--- src/rtl/nios2_ram_stream_pkg.sv ---
// Shared types and default widths for the RAM stream reader.
//   RS_ADDR_W / RS_DATA_W : default RAM word-address and data widths
//   RS_BE_W               : RAM byte-enable width
//   rs_state_t            : reader control states
package nios2_ram_stream_pkg;

  localparam int unsigned RS_ADDR_W = 17;
  localparam int unsigned RS_DATA_W = 32;
  localparam int unsigned RS_BE_W   = 4;

  typedef enum logic [1:0] {
    ST_IDLE  = 2'd0,
    ST_READ  = 2'd1,
    ST_DRAIN = 2'd2
  } rs_state_t;

endpackage

--- src/rtl/nios2_ram_stream_fifo.sv ---
// Synchronous FIFO buffering RAM read data ahead of the stream source.
//   clk, reset_n : clock, async active-low reset (clears contents and pointers)
//   push, push_data : write port (ignored when full)
//   pop          : read port (ignored when empty)
//   head_c       : current head entry, valid while not empty
//   full, empty  : registered status flags
//   count        : registered occupancy
module nios2_ram_stream_fifo #(
  parameter int unsigned WIDTH = 33,
  parameter int unsigned DEPTH = 4
) (
  input  logic                       clk,
  input  logic                       reset_n,
  input  logic                       push,
  input  logic [WIDTH-1:0]           push_data,
  input  logic                       pop,
  output logic [WIDTH-1:0]           head_c,
  output logic                       full,
  output logic                       empty,
  output logic [$clog2(DEPTH):0]     count
);

  localparam int unsigned PTR_W = $clog2(DEPTH);
  localparam int unsigned CNT_W = PTR_W + 1;

  logic [WIDTH-1:0] mem [DEPTH];
  logic [PTR_W-1:0] wr_ptr;
  logic [PTR_W-1:0] rd_ptr;
  logic [CNT_W-1:0] count_d;
  logic             do_push;
  logic             do_pop;

  assign do_push = push & ~full;
  assign do_pop  = pop & ~empty;
  assign head_c  = mem[rd_ptr];

  // Occupancy update; simultaneous push and pop leaves it unchanged.
  always_comb begin
    count_d = count;
    if (do_push && !do_pop) count_d = count + CNT_W'(1);
    else if (do_pop && !do_push) count_d = count - CNT_W'(1);
  end

  // Storage, pointers and status flags; depth is a power of two so pointers wrap freely.
  always_ff @(posedge clk or negedge reset_n) begin
    if (!reset_n) begin
      for (int i = 0; i < int'(DEPTH); i++) mem[i] <= '0;
      wr_ptr <= '0;
      rd_ptr <= '0;
      count  <= '0;
      empty  <= 1'b1;
      full   <= 1'b0;
    end else begin
      if (do_push) begin
        mem[wr_ptr] <= push_data;
        wr_ptr      <= wr_ptr + PTR_W'(1);
      end
      if (do_pop) rd_ptr <= rd_ptr + PTR_W'(1);
      count <= count_d;
      empty <= (count_d == CNT_W'(0));
      full  <= (count_d == CNT_W'(DEPTH));
    end
  end

endmodule

--- src/rtl/nios2_ram_stream_reader.sv ---
// Reads a block of consecutive words from a latency-1 single-port RAM and
// presents them in address order on a ready/valid stream.
//   clk, reset_n      : clock, async active-low reset
//   start, start_addr, word_count : transfer request (sampled together, ignored while busy)
//   busy, done        : transfer in progress / one-cycle completion pulse
//   ram_*             : read-only RAM master (address, chipselect, constant write/byteenable/clken)
//   src_*             : stream source, src_last marks the final word
module nios2_ram_stream_reader
  import nios2_ram_stream_pkg::*;
#(
  parameter int unsigned ADDR_W     = RS_ADDR_W,
  parameter int unsigned DATA_W     = RS_DATA_W,
  parameter int unsigned FIFO_DEPTH = 4
) (
  input  logic                clk,
  input  logic                reset_n,
  input  logic                start,
  input  logic [ADDR_W-1:0]   start_addr,
  input  logic [ADDR_W:0]     word_count,
  output logic                busy,
  output logic                done,
  output logic [ADDR_W-1:0]   ram_address,
  output logic                ram_chipselect,
  output logic                ram_write,
  output logic [RS_BE_W-1:0]  ram_byteenable,
  output logic                ram_clken,
  input  logic [DATA_W-1:0]   ram_readdata,
  output logic [DATA_W-1:0]   src_data,
  output logic                src_valid,
  input  logic                src_ready,
  output logic                src_last
);

  localparam int unsigned CNT_W  = ADDR_W + 1;
  localparam int unsigned OCC_W  = $clog2(FIFO_DEPTH) + 1;
  localparam int unsigned FILL_W = OCC_W + 1;
  localparam int unsigned ENT_W  = DATA_W + 1;

  rs_state_t          state_q, state_d;
  logic               cs_q, cs_d;
  logic [ADDR_W-1:0]  addr_q, addr_d;
  logic [CNT_W-1:0]   rem_q, rem_d;     // reads still to be issued
  logic               last_q, last_d;   // the read issued this cycle is the final one
  logic               busy_d, done_d;
  logic               cap_q;            // read data on ram_readdata this cycle
  logic               cap_last_q;

  logic [ENT_W-1:0]   head_c;
  logic               fifo_full;
  logic               fifo_empty;
  logic [OCC_W-1:0]   fifo_count;
  logic [FILL_W-1:0]  fill_c;
  logic               room_c;
  logic               accept_c;

  assign ram_write      = 1'b0;
  assign ram_byteenable = '1;
  assign ram_clken      = 1'b1;
  assign ram_address    = addr_q;
  assign ram_chipselect = cs_q;

  assign src_valid = ~fifo_empty;
  assign src_data  = head_c[DATA_W-1:0];
  assign src_last  = ~fifo_empty & head_c[DATA_W];
  assign accept_c  = src_valid & src_ready;

  // Slots committed: buffered words plus both reads still in the pipe. Ignoring
  // the current pop keeps src_ready out of the issue decision.
  assign fill_c = FILL_W'(fifo_count) + FILL_W'(cap_q) + FILL_W'(cs_q);
  assign room_c = ~fifo_full & (fill_c < FILL_W'(FIFO_DEPTH));

  nios2_ram_stream_fifo #(
    .WIDTH (ENT_W),
    .DEPTH (FIFO_DEPTH)
  ) u_fifo (
    .clk       (clk),
    .reset_n   (reset_n),
    .push      (cap_q),
    .push_data ({cap_last_q, ram_readdata}),
    .pop       (accept_c),
    .head_c    (head_c),
    .full      (fifo_full),
    .empty     (fifo_empty),
    .count     (fifo_count)
  );

  // Next-state and registered-output decode.
  always_comb begin
    state_d = state_q;
    cs_d    = 1'b0;
    addr_d  = addr_q;
    rem_d   = rem_q;
    last_d  = 1'b0;
    busy_d  = busy_q_c();
    done_d  = 1'b0;
    unique case (state_q)
      ST_IDLE: begin
        if (start) begin
          if (word_count == CNT_W'(0)) begin
            done_d = 1'b1;
          end else begin
            state_d = ST_READ;
            busy_d  = 1'b1;
            cs_d    = 1'b1;
            addr_d  = start_addr;
            rem_d   = word_count - CNT_W'(1);
            last_d  = (word_count == CNT_W'(1));
          end
        end
      end
      ST_READ: begin
        if (cs_q && last_q) begin
          state_d = ST_DRAIN;
        end else if ((rem_q != CNT_W'(0)) && room_c) begin
          cs_d   = 1'b1;
          addr_d = addr_q + ADDR_W'(1);
          rem_d  = rem_q - CNT_W'(1);
          last_d = (rem_q == CNT_W'(1));
        end
      end
      ST_DRAIN: begin
        if (accept_c && src_last) begin
          state_d = ST_IDLE;
          busy_d  = 1'b0;
          done_d  = 1'b1;
        end
      end
      default: begin
        state_d = ST_IDLE;
        busy_d  = 1'b0;
      end
    endcase
  end

  function automatic logic busy_q_c();
    return busy;
  endfunction

  // State and output registers.
  always_ff @(posedge clk or negedge reset_n) begin
    if (!reset_n) begin
      state_q    <= ST_IDLE;
      cs_q       <= 1'b0;
      addr_q     <= '0;
      rem_q      <= '0;
      last_q     <= 1'b0;
      busy       <= 1'b0;
      done       <= 1'b0;
      cap_q      <= 1'b0;
      cap_last_q <= 1'b0;
    end else begin
      state_q    <= state_d;
      cs_q       <= cs_d;
      addr_q     <= addr_d;
      rem_q      <= rem_d;
      last_q     <= last_d;
      busy       <= busy_d;
      done       <= done_d;
      cap_q      <= cs_q;
      cap_last_q <= cs_q & last_q;
    end
  end

endmodule

--- config.mk ---
export PLATFORM = sky130hd
export DESIGN_NAME = nios2_ram_stream_reader
export DESIGN_NICKNAME = d
export VERILOG_FILES = /design/src/rtl/nios2_ram_stream_pkg.sv /design/src/rtl/nios2_ram_stream_fifo.sv /design/src/rtl/nios2_ram_stream_reader.sv
export SDC_FILE = /design/constraint.sdc
export NUM_CORES = 1
export LEC_CHECK = 0
export ABC_AREA = 1
export ABC_CLOCK_PERIOD_IN_PS = 2210
export BUFFER_PORTS_ARGS = -buffer_cell sky130_fd_sc_hd__buf_4
export CAP_MARGIN = 20
export CORE_MARGIN = 3
export CORE_UTILIZATION = 50
export DETAILED_ROUTE_END_ITERATION = 8
export PLACE_DENSITY_LB_ADDON = 0.05
export SKIP_CTS_REPAIR_TIMING = 1
export SLEW_MARGIN = 20
export SYNTH_ARGS = -nofsm -noshare
export SYNTH_HDL_FRONTEND = slang
export SYNTH_SLANG_ARGS = --single-unit
--- constraint.sdc ---
create_clock -name clk -period 2.21 [get_ports clk]
set_input_delay 0.442 -clock clk [delete_from_list [all_inputs] [get_ports clk]]
set_output_delay 0.442 -clock clk [all_outputs]
set_load 0.01 [all_outputs]
; ---- Yosys cells after proc, flatten, opt, wreduce, memory -nomap -nowiden
; Index checks and enable logic that the tools add are counted.
[word_totals]
ff_bits = 184
output_inout_bits = 60
word_cells = 110
[classes]
addsub = 9
order_cmp = 4
n_eq_ne = 11
muxes = 41
bitwise_logic = 11
reduce_logical = 16
[ops]
columns = cell, n
row1 = $bwmux 132, 1
row2 = $mux 33, 3
row3 = $mux 18, 4
row4 = $mux 17, 4
row5 = $bmux 33 s2, 1
row6 = $demux 33 s2, 1
row7 = $eq 18x1->1 const B, 2
row8 = $pmux 18 s2, 1
row9 = $sub 18x1->18 const B, 2
row10 = $pmux 17 s2, 1
row11 = $logic_not 18->1, 1
row12 = $reduce_bool 18->1, 1
row13 = $add 17x1->17 const B, 1
row14 = $mux 1, 14
row15 = $ne 2x2->1 const B, 6
row16 = $mux 2, 4
row17 = $reduce_and 4->1, 2
row18 = $and 1x1->1, 6
row19 = $ge 3x3->1 const B, 2
row20 = $logic_and 1x1->1, 6
row21 = $mux 3, 2
row22 = $not 2->3, 2
row23 = $pmux 1 s2, 3
row24 = $pmux 2 s3, 1
row25 = 17 further kinds, 21

; ---- Logic depth before layout (Yosys ltp)
[logic_depth]
ltp_word = 8
mapped_depth = 11

; ---- Hierarchy
; A second synthesis with hierarchy kept.
[unflattened]
cells_unflattened = 1265
hier_area_um2 = 9831.9
[by_module_without_submodules]
columns = mod, instances, cells_each, area_per_inst_um2, seq_area_each_um2
row1 = nios2_ram_stream_fifo, 1, 721, 6378.6, 3529.6
row2 = nios2_ram_stream_reader, 1, 544, 3453.3, 1076.0

; ---- Worst setup path after synthesis
; OpenSTA, ideal clock, no wires.
[synth_path]
path_kind = flip-flop to output port
startpoint = register u_fifo.rd_ptr[0]
endpoint = output src_data[19]
t_arrival_ns = 1.255
required_ns = 1.768
slack_ns = 0.513
path_stages_with_launch = 6
path_buffers = 2
path_cell_list = dfrtp_1 > inv_1 > buf_2 > clkbuf_1 > nor2_1 > o22ai_1
[synth_via]
elab_chain_cells = 4
[synth_lines]
columns = item, line_no
row1 = start: declaration, nios2_ram_stream_fifo.sv:28  ; logic [PTR_W-1:0] rd_ptr;
row2 = start signal: assignment, nios2_ram_stream_fifo.sv:58  ; if (do_pop) rd_ptr <= rd_ptr + PTR_W'(1);
row3 = $not 2->3 (not written as such), nios2_ram_stream_fifo.sv:35  ; assign head_c = mem[rd_ptr];
row4 = $bmux 33 s2, nios2_ram_stream_fifo.sv:35
row5 = $mux 33 (not written as such) (2 in series), nios2_ram_stream_fifo.sv:35
row6 = end: declaration, nios2_ram_stream_reader.sv:28  ; output logic [DATA_W-1:0] src_data,
; Every way passes these cells. The select of a mux whose other input is x is not followed.

; ---- Worst setup path in the final report
[layout_path]
startpoint = register u_fifo.rd_ptr[0]
endpoint = output src_data[2]
; The elaborated chain is that of the path after synthesis.

==> impl_metrics.csv <==
group,metric,value,unit
yosys,synth_common_cells,"341 x nand2_1, 225 x o21ai_0, 183 x dfrtp_1",
final_layout,area_growth,20.26,%
clock_tree,root_buffer,"clkbuf_16",
final_layout,utilization,61.50,%
placement,gp_congestion,0.8738,
yosys,seq_area_frac_synth,47.83,%
setup_path,cp.required,1.77,ns
yosys,synth_edf_count,0,
detailed_routing,dr.pass1.iters,6,
yosys,synth-simple-area-share,26.79,%
timing,max_freq,461.4,MHz
detailed_routing,viasPerCell,5.171,
yosys,avgSynthCellArea,7.630,um^2
setup_path,reg2regPathDepth,10,
timing,fin_setup_tns,0,ns
yosys,synth_ff_type,"dfrtp_1",
floorplanning,ioPinCount,131,
placement,port_buffers,124,
timing,holdWs,0.3053,ns
pwr,ir_drop,594.1,uV
placement,place_inst,1602,
floorplanning,floorplan.initialDensity,51.14,%
worst_hold_path,hp-class,"input port to register",
status,status,"complete, no violations",
clock_tree,cts_tree,"built",
setup_path,worstSetupStartpointType,"register",
clock_tree,cts_htree_levels,4,
final_layout,drive_gt1_share,16.98,%
clock_tree,worstSkewPairLatency,0.43,ns
yosys,synth_compound_area_share,15.41,%
yosys,synth_top_cell_by_area,"dfrtp_1",
timing,slew_viol_final,0,
timing,fin_skew,0.01444,ns
yosys,synth_cells,1262,
flow_run,maxCapViolCount,0,
grt,grt_max_degree,67,
timing,timing.final.crit_period,2.167,ns
yosys,netlist.area_leader.share,47.56,%
clock_tree,clock_sinks,184,
final_layout,final_cells,1638,
grt,antenna_found_initial,0,
pwr,power_leakage,5.645,nW
detailed_routing,first_iter_violations,572,
setup_path,crit_path_end_kind,"output port",
detailed_routing,final_antenna_net_count,0,
floorplanning,num_rows,50,
clock_tree,numCtsBuffers,17,
setup_path,path_max_fanout,20,
floorplanning,fp.dieH,144.8,um
yosys,synth-xor-area-share,0.9096,%
setup_path,crit_type,"register to output port",
grt,grt_pass1_wl,38140,um
timing,hold_viol,0,
clock_tree,clk_pin_slew,0.07,ns
final_layout,fillerInstances,1786,
yosys,synth_area_leaders,"dfrtp_1 48%, nand2_1 13%, o21ai_0 12%",
yosys,mappedNetlistArea,9629,um^2
pwr,power.density,1516,nW/um^2
yosys,synth-seq-cells,184,
floorplanning,die_w,144.8,um
detailed_routing,drt-total-wl,23700,um
yosys,synthArstFlopShare,100.0,%
yosys,ys_warn_count,0,
setup_path,cp.arrival,1.73,ns
grt,grt-ovfl-total,0,
yosys,synthMuxAreaShare,0,%
clock_tree,clk_path_buf_depth,2,
final_layout,diodes,0,
yosys,synth_cell_type_count,36,
grt,first_global_vias,7785,
timing,rsz0062_at_grt,"yes",
yosys,synth_top_family_by_area,"simple AND/OR/NAND/NOR gates",
detailed_routing,wl_per_cell,14.47,um
final_layout,nNetsFinal,1450,
worst_hold_path,min_path_cells,5,
floorplanning,coreArea,18830,um^2
grt,groute.usage.overall,22.52,%
floorplanning,die-area,20960,um^2
timing,finalCritPeriodShare,98.07,%
detailed_routing,vias,8470,
detailed_routing,drc,0,
yosys,yosys.area_share.adder,1.819,%
timing,setup_viol,0,
placement,dp_hpwl,15310,um
yosys,yosysMostFrequentCell,"nand2_1",
## power by group
| group | switching, mW | internal, mW | total, mW |
|---|---|---|---|
| sequential | 1.09 | 5.01 | 6.10 |
| combinational | 4.87 | 3.42 | 8.29 |
| clock | 1.29 | 1.87 | 3.16 |
| total | 7.25 | 10.3 | 17.6 |
## worst max-delay path, cell delays in order (launching register included)
cell	delay, ns
dfrtp_2	0.47
inv_6	0.15
buf_12	0.17
o21ai_0	0.08
o22ai_1	0.24
buf_4	0.18
## cell usage in the layout (no fill, tap or decap), types with 2 or more instances in the layout
master / synthesis / final
or2_2: 6 / 6
nand2_2: 5 / 9
nand3b_1: 6 / 6
nand4_1: 11 / 11
inv_2: 2 / 2
o21bai_1: 2 / 2
xor2_1: 8 / 8
nor3_1: 3 / 3
clkbuf_8: 0 / 3
ha_1: 14 / 14
clkbuf_16: 0 / 19
buf_6: 3 / 2
nand2_1: 341 / 337
nand2_4: 2 / 2
nor2_2: 11 / 11
buf_12: 0 / 10
conb_1: 2 / 6
clkinvlp_4: 0 / 3
inv_1: 95 / 94
o21ai_2: 11 / 11
buf_8: 1 / 2
xnor2_1: 2 / 2
dfrtp_1: 183 / 182
nand3_2: 8 / 8
a21oi_1: 4 / 4
buf_4: 6 / 131
nand3_1: 70 / 70
clkinv_2: 0 / 3
o21ai_0: 225 / 225
nor2_1: 140 / 139
inv_6: 0 / 3
bufinv_16: 0 / 3
nor2_4: 3 / 4
nor3b_1: 2 / 2
o22ai_1: 33 / 33
## cell families (layout without fill, tap and decap cells)
group	count (synthesis)	in the layout
adder cells (fa/ha/maj)	14	14
flip-flops	184	184
AND/OR/NAND/NOR	609	609
buffers and inverters	165	277
XOR/XNOR	10	10
AO/OA/AOI/OAI	278	278
other	2	6
## final cells by class
class	instances	area [um^2]	area share (%)
sequential	184	4607	39.78
inverter	97	369.1	3.187
tap	260	325.3	2.809
clock inverter	11	145.1	1.253
clock buffer	21	470.5	4.063
timing repair buffer	148	1296	11.19
multi-input combinational	917	4367	37.71
## registers in the layout, summed over array words and instances, names as in the netlist, 2 cells and up
register       count
u_fifo.mem       132
rem_q             18
ram_address       17
u_fifo.count       3
state_q            2
u_fifo.rd_ptr      2
u_fifo.wr_ptr      2
## layer usage
| layer | GRT usage (%) | up-vias | routed length, um |
|---|---|---|---|
| li1 | - | 4295 | - |
| met1 | 31.56 | 3967 | 11030 |
| met2 | 36.89 | 185 | 11460 |
| met3 | 3.516 | 23 | 926 |
| met4 | 5.596 | 0 | 288 |
| met5 | 0 | - | 0 |
## metrics by stage
stage	total power [mW]	instance area (um^2)	worst slack, ns
floorplan	11.29	9644	0.5128
detailed placement	14.27	10870	0.2297
global placement	14.08	10870	0.2939
finish	17.55	11580	0.04255
global route	19.12	11580	-0.02894
CTS	17.50	11480	-0.04899
## worst paths after layout
path / start / endpoint / slack [ns]
max: u_fifo.rd_ptr[0] / src_data[2] / 0.04
min: start_addr[1] / ram_address[1] / 0.31
max reg2reg: rem_q[0] / rem_q[3] / 0.35
min reg2reg: ram_chipselect / cap_q / 0.43
max in group asynchronous: reset_n / u_fifo.empty / 1.06
min in group asynchronous: reset_n / u_fifo.mem[21] / 0.49
(Power assumes the default switching activity.)
